$ cat src/rtl/dac_atten_pkg.sv
// rtl/dac_atten_pkg.sv - shared types for the attenuation DAC sequencer
package dac_atten_pkg;

    typedef enum logic [2:0] {
        IDLE,
        SHIFT_LO,
        SHIFT_HI,
        SELECT,
        STROBE,
        HOLD
    } state_e;

    typedef struct packed {
        logic       side;
        logic       sel_a;
        logic [7:0] value;
    } atten_cmd_t;

    localparam logic SIDE_LEFT  = 1'b0;
    localparam logic SIDE_RIGHT = 1'b1;

endpackage

$ cat src/rtl/dac_cmd_fifo.sv
// rtl/dac_cmd_fifo.sv - synchronous command FIFO with full/empty flags
module dac_cmd_fifo
    import dac_atten_pkg::*;
#(
    parameter int DEPTH = 4
) (
    input  logic       clk,
    input  logic       reset,
    input  logic       push,
    input  atten_cmd_t push_data,
    input  logic       pop,
    output atten_cmd_t pop_data,
    output logic       full,
    output logic       empty
);

    localparam int AW = $clog2(DEPTH);

    atten_cmd_t     mem [DEPTH];
    logic [AW-1:0]  wr_ptr;
    logic [AW-1:0]  rd_ptr;
    logic [AW:0]    count;
    logic           do_push;
    logic           do_pop;

    // A full FIFO refuses a push even when a pop happens in the same cycle.
    assign full     = (count == (AW+1)'(DEPTH));
    assign empty    = (count == '0);
    assign do_push  = push && !full;
    assign do_pop   = pop && !empty;
    assign pop_data = mem[rd_ptr];

    always_ff @(posedge clk) begin
        if (reset) begin
            wr_ptr <= '0;
            rd_ptr <= '0;
            count  <= '0;
        end else begin
            if (do_push) begin
                wr_ptr <= wr_ptr + 1'b1;
            end
            if (do_pop) begin
                rd_ptr <= rd_ptr + 1'b1;
            end
            count <= count + {{AW{1'b0}}, do_push} - {{AW{1'b0}}, do_pop};
        end
    end

    always_ff @(posedge clk) begin
        if (do_push) begin
            mem[wr_ptr] <= push_data;
        end
    end

endmodule

$ cat src/rtl/dac_atten_sequencer.sv
// rtl/dac_atten_sequencer.sv - serialises queued attenuation factors into the 74HC164/AD7528 pair
module dac_atten_sequencer
    import dac_atten_pkg::*;
#(
    parameter int CLK_DIV    = 4,
    parameter int FIFO_DEPTH = 4
) (
    input  logic       clk,
    input  logic       reset,
    input  logic       cmd_valid,
    output logic       cmd_ready,
    input  logic       cmd_side,
    input  logic       cmd_sel_a,
    input  logic [7:0] cmd_value,
    output logic       datadac,
    output logic       clkdac,
    output logic       csdac1n,
    output logic       csdac2n,
    output logic       busy,
    output logic [7:0] shadow_la,
    output logic [7:0] shadow_lb,
    output logic [7:0] shadow_ra,
    output logic [7:0] shadow_rb
);

    localparam int              TW         = $clog2(CLK_DIV + 1);
    localparam logic [TW-1:0]   PHASE_LAST = TW'(CLK_DIV - 1);

    state_e         state;
    state_e         state_next;
    logic [TW-1:0]  phase;
    logic           phase_done;
    logic [2:0]     bit_idx;
    atten_cmd_t     cmd_reg;
    atten_cmd_t     in_cmd;
    atten_cmd_t     head;
    logic           fifo_full;
    logic           fifo_empty;
    logic           pop;

    assign in_cmd     = {cmd_side, cmd_sel_a, cmd_value};
    assign cmd_ready  = !fifo_full;
    assign busy       = (state != IDLE) || !fifo_empty;
    assign phase_done = (phase == PHASE_LAST);

    dac_cmd_fifo #(
        .DEPTH(FIFO_DEPTH)
    ) u_fifo (
        .clk      (clk),
        .reset    (reset),
        .push     (cmd_valid),
        .push_data(in_cmd),
        .pop      (pop),
        .pop_data (head),
        .full     (fifo_full),
        .empty    (fifo_empty)
    );

    always_comb begin
        state_next = state;
        pop        = 1'b0;
        case (state)
            IDLE: begin
                if (!fifo_empty) begin
                    pop        = 1'b1;
                    state_next = SHIFT_LO;
                end
            end
            SHIFT_LO: if (phase_done) state_next = SHIFT_HI;
            SHIFT_HI: if (phase_done) state_next = (bit_idx == 3'd0) ? SELECT : SHIFT_LO;
            SELECT:   if (phase_done) state_next = STROBE;
            STROBE:   if (phase_done) state_next = HOLD;
            HOLD:     if (phase_done) state_next = IDLE;
            default:  state_next = IDLE;
        endcase
    end

    always_ff @(posedge clk) begin
        if (reset) begin
            state   <= IDLE;
            phase   <= '0;
            bit_idx <= 3'd7;
            cmd_reg <= '0;
        end else begin
            state <= state_next;
            phase <= (state == IDLE || phase_done) ? '0 : phase + 1'b1;
            if (pop) begin
                cmd_reg <= head;
                bit_idx <= 3'd7;
            end else if (state == SHIFT_HI && phase_done && bit_idx != 3'd0) begin
                bit_idx <= bit_idx - 3'd1;
            end
        end
    end

    // Pins follow the state one cycle late, so every phase is a clean registered window.
    always_ff @(posedge clk) begin
        if (reset) begin
            datadac <= 1'b0;
            clkdac  <= 1'b0;
            csdac1n <= 1'b1;
            csdac2n <= 1'b1;
        end else begin
            clkdac  <= 1'b0;
            csdac1n <= 1'b1;
            csdac2n <= 1'b1;
            case (state)
                SHIFT_LO: datadac <= cmd_reg.value[bit_idx];
                SHIFT_HI: clkdac  <= 1'b1;
                SELECT:   datadac <= cmd_reg.sel_a;
                STROBE: begin
                    csdac1n <= (cmd_reg.side != SIDE_LEFT);
                    csdac2n <= (cmd_reg.side != SIDE_RIGHT);
                end
                default: ;
            endcase
        end
    end

    always_ff @(posedge clk) begin
        if (reset) begin
            shadow_la <= 8'h00;
            shadow_lb <= 8'h00;
            shadow_ra <= 8'h00;
            shadow_rb <= 8'h00;
        end else if (state == HOLD && phase_done) begin
            if (cmd_reg.side == SIDE_LEFT) begin
                if (cmd_reg.sel_a) shadow_la <= cmd_reg.value;
                else               shadow_lb <= cmd_reg.value;
            end else begin
                if (cmd_reg.sel_a) shadow_ra <= cmd_reg.value;
                else               shadow_rb <= cmd_reg.value;
            end
        end
    end

endmodule
$ cat config.mk
export PLATFORM = sky130hd
export DESIGN_NAME = dac_atten_sequencer
export DESIGN_NICKNAME = d
export VERILOG_FILES = /design/src/rtl/dac_atten_pkg.sv /design/src/rtl/dac_cmd_fifo.sv /design/src/rtl/dac_atten_sequencer.sv
export SDC_FILE = /design/constraint.sdc
export NUM_CORES = 1
export LEC_CHECK = 0
export BUFFER_PORTS_ARGS = -buffer_cell sky130_fd_sc_hd__buf_2
export CORE_MARGIN = 8
export CORE_UTILIZATION = 59
export CTS_CLUSTER_DIAMETER = 100
export CTS_CLUSTER_SIZE = 24
export DETAILED_ROUTE_END_ITERATION = 10
export GPL_ROUTABILITY_DRIVEN = 0
export PLACE_DENSITY = 0.79
export SLEW_MARGIN = 30
export SYNTH_ARGS = -nofsm -noshare
export SYNTH_HDL_FRONTEND = slang
export SYNTH_HIERARCHICAL = 1
export SYNTH_SLANG_ARGS = --single-unit
export TNS_END_PERCENT = 5
$ cat constraint.sdc
create_clock -name clk -period 4 [get_ports clk]
set_clock_uncertainty 0.1 [all_clocks]
set_input_delay 0.2 -clock clk [delete_from_list [all_inputs] [get_ports clk]]
set_output_delay 0.2 -clock clk [all_outputs]
set_load 0.005 [all_outputs]
# Yosys cells after proc, flatten, opt, wreduce, memory -nomap -nowiden
# Memories as Yosys holds them, arrays and structs flattened. A register that Yosys moved wholly into a read port is not among the register bits.
# Cells that the tools add are included.
[classes] add_sub_neg=6 order_cmp=1 n_eq_ne=13 mux=16 bitwise_logic=3 reduce_logical=23
[op_table] op="3-bit two-way mux" n=6
[op_table] op="3-bit case mux with 6 select lines" n=1
[op_table] op="2-bit != test, second input constant" n=6
[op_table] op="3-bit AND reduction" n=4
[op_table] op="3-bit by 2-bit equality test with 1-bit output, second input constant" n=3
[op_table] op="3-bit equality test, second input constant" n=3
[op_table] op="3-bit zero test" n=3
[op_table] op="1-bit two-way mux" n=6
[op_table] op="6-bit AND reduction" n=1
[op_table] op="3-bit nonzero test" n=2
[op_table] op="2-bit OR reduction" n=3
[op_table] op="1-bit logical AND" n=5
[op_table] op="2-bit by 1-bit adder with 2-bit output, second input constant" n=2
[op_table] op="3-bit by 4-bit less-than comparator with 1-bit output, second input constant" n=1
[op_table] op="3-bit by 1-bit adder with 3-bit output" n=1
[op_table] op="3-bit by 1-bit adder with 3-bit output, second input constant" n=1
[op_table] op="1-bit binary-select mux with 3-bit select" n=1
[op_table] op="3-bit by 1-bit equality test with 1-bit output, second input constant" n=1
[op_table] op="1-bit inverter" n=3
[op_table] op="3-bit by 1-bit subtractor with 3-bit output" n=1
[op_table] op="3-bit by 1-bit subtractor with 3-bit output, second input constant" n=1
[op_table] op="1-bit zero test" n=2
[op_table] op="1-bit logical OR" n=2
[op_table] op="2-bit two-way mux" n=1
[op_table] op="2 further kinds" n=2
[word_totals] register_bits=52 ram_bits=40 inputBits=13 elab_cells=77 memories=1
[memory_table] memory="u_fifo.mem" words=4 word_bits=10 read_ports=1 rd_clocked_by_memory_dff=1 wr=1 line_no="dac_cmd_fifo.sv:19" text="atten_cmd_t mem [DEPTH];"

# Logic depth before layout (Yosys ltp)
[depth] ltp_word=5 depth_mapped=13 mapped_depth_nobuf=12

# Modules after synthesis
# The synthesis kept the hierarchy.
[modules_own_cells] module="dac_atten_sequencer" instances=1 cells_each=275 area_per_inst_um2=2311.0 seq_area_each_um2=1101.1
[modules_own_cells] module="dac_cmd_fifo" instances=1 cells_each=103 area_per_inst_um2=1916.8 seq_area_each_um2=1381.3

# Worst setup path after synthesis
# Ideal clock, no wire load.
[synth_path] path_kind="flip-flop to flip-flop" startpoint="register state[0]" endpoint="register u_fifo.count[2]" setup_time_ns=0.125 arrival_ns=2.284 required_ns=3.775 slack_ns=1.491 stages_incl_launch_ff=14 n_path_buf=2 cell_sequence="dfxtp_1 -> buf_6 -> or4_4 -> inv_2 -> buf_6 -> o31ai_2 -> inv_1 -> ha_1 -> inv_1 -> ha_1 -> fa_1 -> xnor2_1 -> xnor2_1 -> nor2_1"
[synth_between] elab_chain_cells=4
[synth_lines] item="start: declaration" line_no="dac_atten_sequencer.sv:29" text="state_e state;"
[synth_lines] item="start signal: assignment" line_no="dac_atten_sequencer.sv:85" text="state <= state_next;"
[synth_lines] item="3-bit zero test" line_no="dac_atten_sequencer.sv:62" text="case (state)"
[synth_lines] item="1-bit two-way mux" line_no="dac_atten_sequencer.sv:62"
[synth_lines] item="named net pop" line_no="dac_atten_sequencer.sv:39" text="logic pop;"
[synth_lines] item="1-bit logical AND" line_no="dac_cmd_fifo.sv:30" text="assign do_pop = pop && !empty;"
[synth_lines] item="named net u_fifo.do_pop" line_no="dac_cmd_fifo.sv:24" text="logic do_pop;"
[synth_lines] item="3-bit by 1-bit subtractor with 3-bit output" line_no="dac_cmd_fifo.sv:45" text="count <= count + {{AW{1'b0}}, do_push} - {{AW{1'b0}}, do_pop};"
[synth_lines] item="end signal: assignment" line_no="dac_cmd_fifo.sv:45"
[synth_lines] item="end: declaration" line_no="dac_cmd_fifo.sv:22" text="logic [AW:0] count;"
# The timed path passes the listed nets, and every way through them passes these cells.
# A chain may end at the register's enable or synchronous reset.

# Worst setup path after layout
[layout_path] startpoint="register state[0]" endpoint="register u_fifo.count[2]"
[layout_between] elab_chain_cells=4
[layout_lines] item="3-bit zero test" line_no="dac_atten_sequencer.sv:62"
[layout_lines] item="1-bit two-way mux" line_no="dac_atten_sequencer.sv:62"
[layout_lines] item="1-bit logical AND" line_no="dac_cmd_fifo.sv:30"
[layout_lines] item="named net u_fifo.do_pop" line_no="dac_cmd_fifo.sv:24"
[layout_lines] item="3-bit by 1-bit subtractor with 3-bit output" line_no="dac_cmd_fifo.sv:45"
# The timed path passes the listed nets, and every way through them passes these cells.

==> impl_metrics.ini <==
[synthesis]
synthDistinctLibCells = 49
syn-num-nets = 402
synth_cells = 378
post_synth_main_area_contributors = sky130_fd_sc_hd__dfxtp_1 (30%), sky130_fd_sc_hd__edfxtp_1 (28%), sky130_fd_sc_hd__mux4_2 (5.9%)
syn-cell-area_mm2 = 0.004228
post-synth-top-area-fraction = 0.3030
yosysSeqAreaShare = 0.5872
dominant_cell_type_by_area_after_synthesis = sky130_fd_sc_hd__dfxtp_1
ys_warn_count = 6
synth_edf_count = 40
synth.avg_cell_area_um2 = 11.18
ys_ff_latch = 104
async_flop_share = 0
dominant_register_cell_in_the_synthesized_netlist = sky130_fd_sc_hd__dfxtp_1

[timing]
max_slew_violation_count = 0
slew_headroom = 0.4231
final_number_of_hold_violating_endpoints = 0
report.final.setup_viol = 0
hold_slack_ns = 0.1112
max_slew.worst_pin.slew_ns = 0.8648
rsz0062_at_grt = no
finalCritPeriodShare = 0.7147
clock.fmax_mhz = 349.8
min_period_ns = 2.859
tns_ns = 0

[drt]
drt_iter0_drc = 162
wl_per_cell_um = 15.74
detail-route-antenna-nets = 0
final_routed_drc_violation_total = 0
finalWirelength_um = 8328
detail_route.first_pass.iterations = 5
drt-vias-per-instance = 5.580
routed_via_count = 2952

[floorplan]
design.portCount = 51
core.rowCount = 31
die-height_um = 100.7
die-area_mm2 = 0.01013
die_w_um = 100.7
initial_standard_cell_utilization_of_the_core = 0.5956
core_area_mm2 = 0.007098

[pwr]
power.share.switching = 0.3176
total_power_w = 0.002413
clkPwrFrac = 0.237
vdd_drop_max_v = 0.0003343
net-switching-power_w = 0.0007663
comb_power_share = 0.196
power.share.sequential = 0.567
cellPowerDensity_mw_per_mm2 = 501.7
power.internal_w = 0.001647
power.static_leakage_nw = 1.781

[clocking]
buffer_count_from_post_cts_setup_fixing = 0
clock_latency_on_the_worst_skew_pair_ns = 0.36
clock_tree.buffer_depth = 2
clk_transition_reported_paths_ns = 0.09
post_cts_resized = 0
clock_sink_count = 104
num_cts_buffers = 9
h-tree-depth = 3
tritoncts = done
clockRootBuffer = sky130_fd_sc_hd__clkbuf_8

[grt]
vias_in_the_first_global_route = 2873
track_usage = 0.1735
maximum_number_of_pins_on_one_net_before_global_route_repair = 31
grt_antenna_before_repair = 0
grt_first_pass_wirelength_um = 13830
grt.overflow.total = 0

[worst_setup_path]
cp_buf_inv_count = 3
worstSetupStartpointType = flop
slowest_stage = sky130_fd_sc_hd__or4_4
timing.critical_path.fanout_max = 18
critPathKind = reg -> reg
worst_path_dominant_cell_family = simple AND/OR/NAND/NOR gates
cp_data_arrival_time_ns = 3.01
timing.critical_path.cells = or4_4, inv_2, o31ai_2, inv_1, ha_1, inv_1, ha_1, fa_1, xnor2_1, xnor2_1, nor2_1
crit_path_end_kind = flop
required_time_at_the_worst_slack_endpoint_ns = 4.15
cpPeakStageDelay_ns = 0.68

[placed_design]
dp_cells = 502
io_buffer_count = 50
dp.final_hpwl_um = 5580

[final_layout]
layoutNonFillerInstCount = 529
drive_above_1_share = 0.2047
largest_register_ff_count = 40
nets = 449
area_growth_syn_to_layout_pct = 13.76
layout.filler_cells = 546
insertedDiodeCount = 0

[flow_run]
maxCapViolations = 0

[outcome]
outcome = completed

[worst_hold_path]
timing.hold.worst.class = in -> reg
==> final timing paths <==
check | startpoint | end | slack (ns) | cells after the start
min reg2reg | phase[0] | phase[0] | 0.33 | 1
max | state[0] | u_fifo/count[2] | 1.14 | 11
min | cmd_valid | u_fifo/wr_ptr[0] | 0.11 | 4
max reg2reg | state[0] | u_fifo/count[2] | 1.14 | 11
==> per-stage QoR <==
step | util | worst slack, ns | cell area, um^2
global route | 0.6776 | 1.000 | 4810
global placement | 0.6311 | 1.218 | 4479
detailed placement | 0.6378 | 1.175 | 4527
finish | 0.6776 | 1.141 | 4810
floorplan | - | 1.491 | 4228
CTS | 0.6772 | 1.142 | 4807
==> routing by layer <==
layer	GRT usage	wire [um]
met2	0.2914	4056
met1	0.2057	3515
met3	0.05110	600
met4	0.06047	155
met5	0	0
==> tightest hold or removal path, cell delays in order <==
cell                      delay (ns)
sky130_fd_sc_hd__buf_2          0.10
sky130_fd_sc_hd__inv_1          0.07
sky130_fd_sc_hd__or3_1          0.11
sky130_fd_sc_hd__a21oi_1        0.06
==> synth_stat cells (all sizes together), types with 2 or more instances <==
library cell,n
nand2b,6
and4,2
nand3,32
inv,15
xnor2,2
nand2,25
nand3b,2
nor2,12
a31oi,2
nor2b,4
o21ai,39
and2,5
clkbuf,19
and4b,2
nor3b,4
or3,3
mux2i,3
nor3,2
dfxtp,64
nand4b,2
edfxtp,40
ha,10
a21oi,47
buf,9
mux4,11
==> power by group through the flow <==
stage | registers, W | clock network [W] | logic, W
2_1_floorplan | 0.00131 | 0 | 0.000420
3_3_place_gp | 0.00138 | 0 | 0.000444
3_5_place_dp | 0.00139 | 0 | 0.000463
4_1_cts | 0.00136 | 0.000591 | 0.000472
5_1_grt | 0.00139 | 0.000636 | 0.000525
6_report | 0.00137 | 0.000573 | 0.000472
==> what timing repair did <==
item,in CTS,in global routing
hold buffers,11,0
endpoints found under the setup margin,0,0
hold endpoints to repair,41,0
==> cell type report <==
class                           instances  area, um^2  share of cell area
Timing Repair Buffer                   64       415.4             0.08637
Clock inverter                          6       42.54            0.008845
Multi-Input combinational cell        231        1562              0.3247
Inverter                               15       56.30             0.01171
Tap cell                               99       123.9             0.02575
Clock buffer                           10       127.6             0.02653
Sequential cell                       104        2482              0.5161
==> logic make-up (layout without fill, tap and decap cells) <==
logic type	after synthesis	in the layout	synth area share
AO/OA/AOI/OAI	95	95	0.1210
adder cells (fa/ha/maj)	11	11	0.03433
flip-flops	104	104	0.5872
XOR/XNOR	3	3	0.006216
multiplexers	14	14	0.06570
buffers and inverters	43	95	0.04557
AND/OR/NAND/NOR	108	108	0.1400
==> cell usage in the layout, fill, tap and decap left out, types with 3 or more instances in the layout <==
cell	Yosys	layout
sky130_fd_sc_hd__a21oi_1	46	46
sky130_fd_sc_hd__mux2i_1	3	3
sky130_fd_sc_hd__dfxtp_1	64	64
sky130_fd_sc_hd__edfxtp_1	40	40
sky130_fd_sc_hd__or3_1	3	3
sky130_fd_sc_hd__nand2_1	25	25
sky130_fd_sc_hd__nor2b_1	4	3
sky130_fd_sc_hd__ha_1	10	10
sky130_fd_sc_hd__and2_1	4	4
sky130_fd_sc_hd__nor2_1	12	12
sky130_fd_sc_hd__nand2b_1	6	6
sky130_fd_sc_hd__buf_2	5	50
sky130_fd_sc_hd__clkbuf_8	0	9
sky130_fd_sc_hd__o21ai_0	39	39
sky130_fd_sc_hd__nand3_1	32	32
sky130_fd_sc_hd__inv_1	14	14
sky130_fd_sc_hd__dlygate4sd3_1	0	11
sky130_fd_sc_hd__nor3b_1	3	3
sky130_fd_sc_hd__mux4_2	11	11
Power figures use the tool's default switching activity.
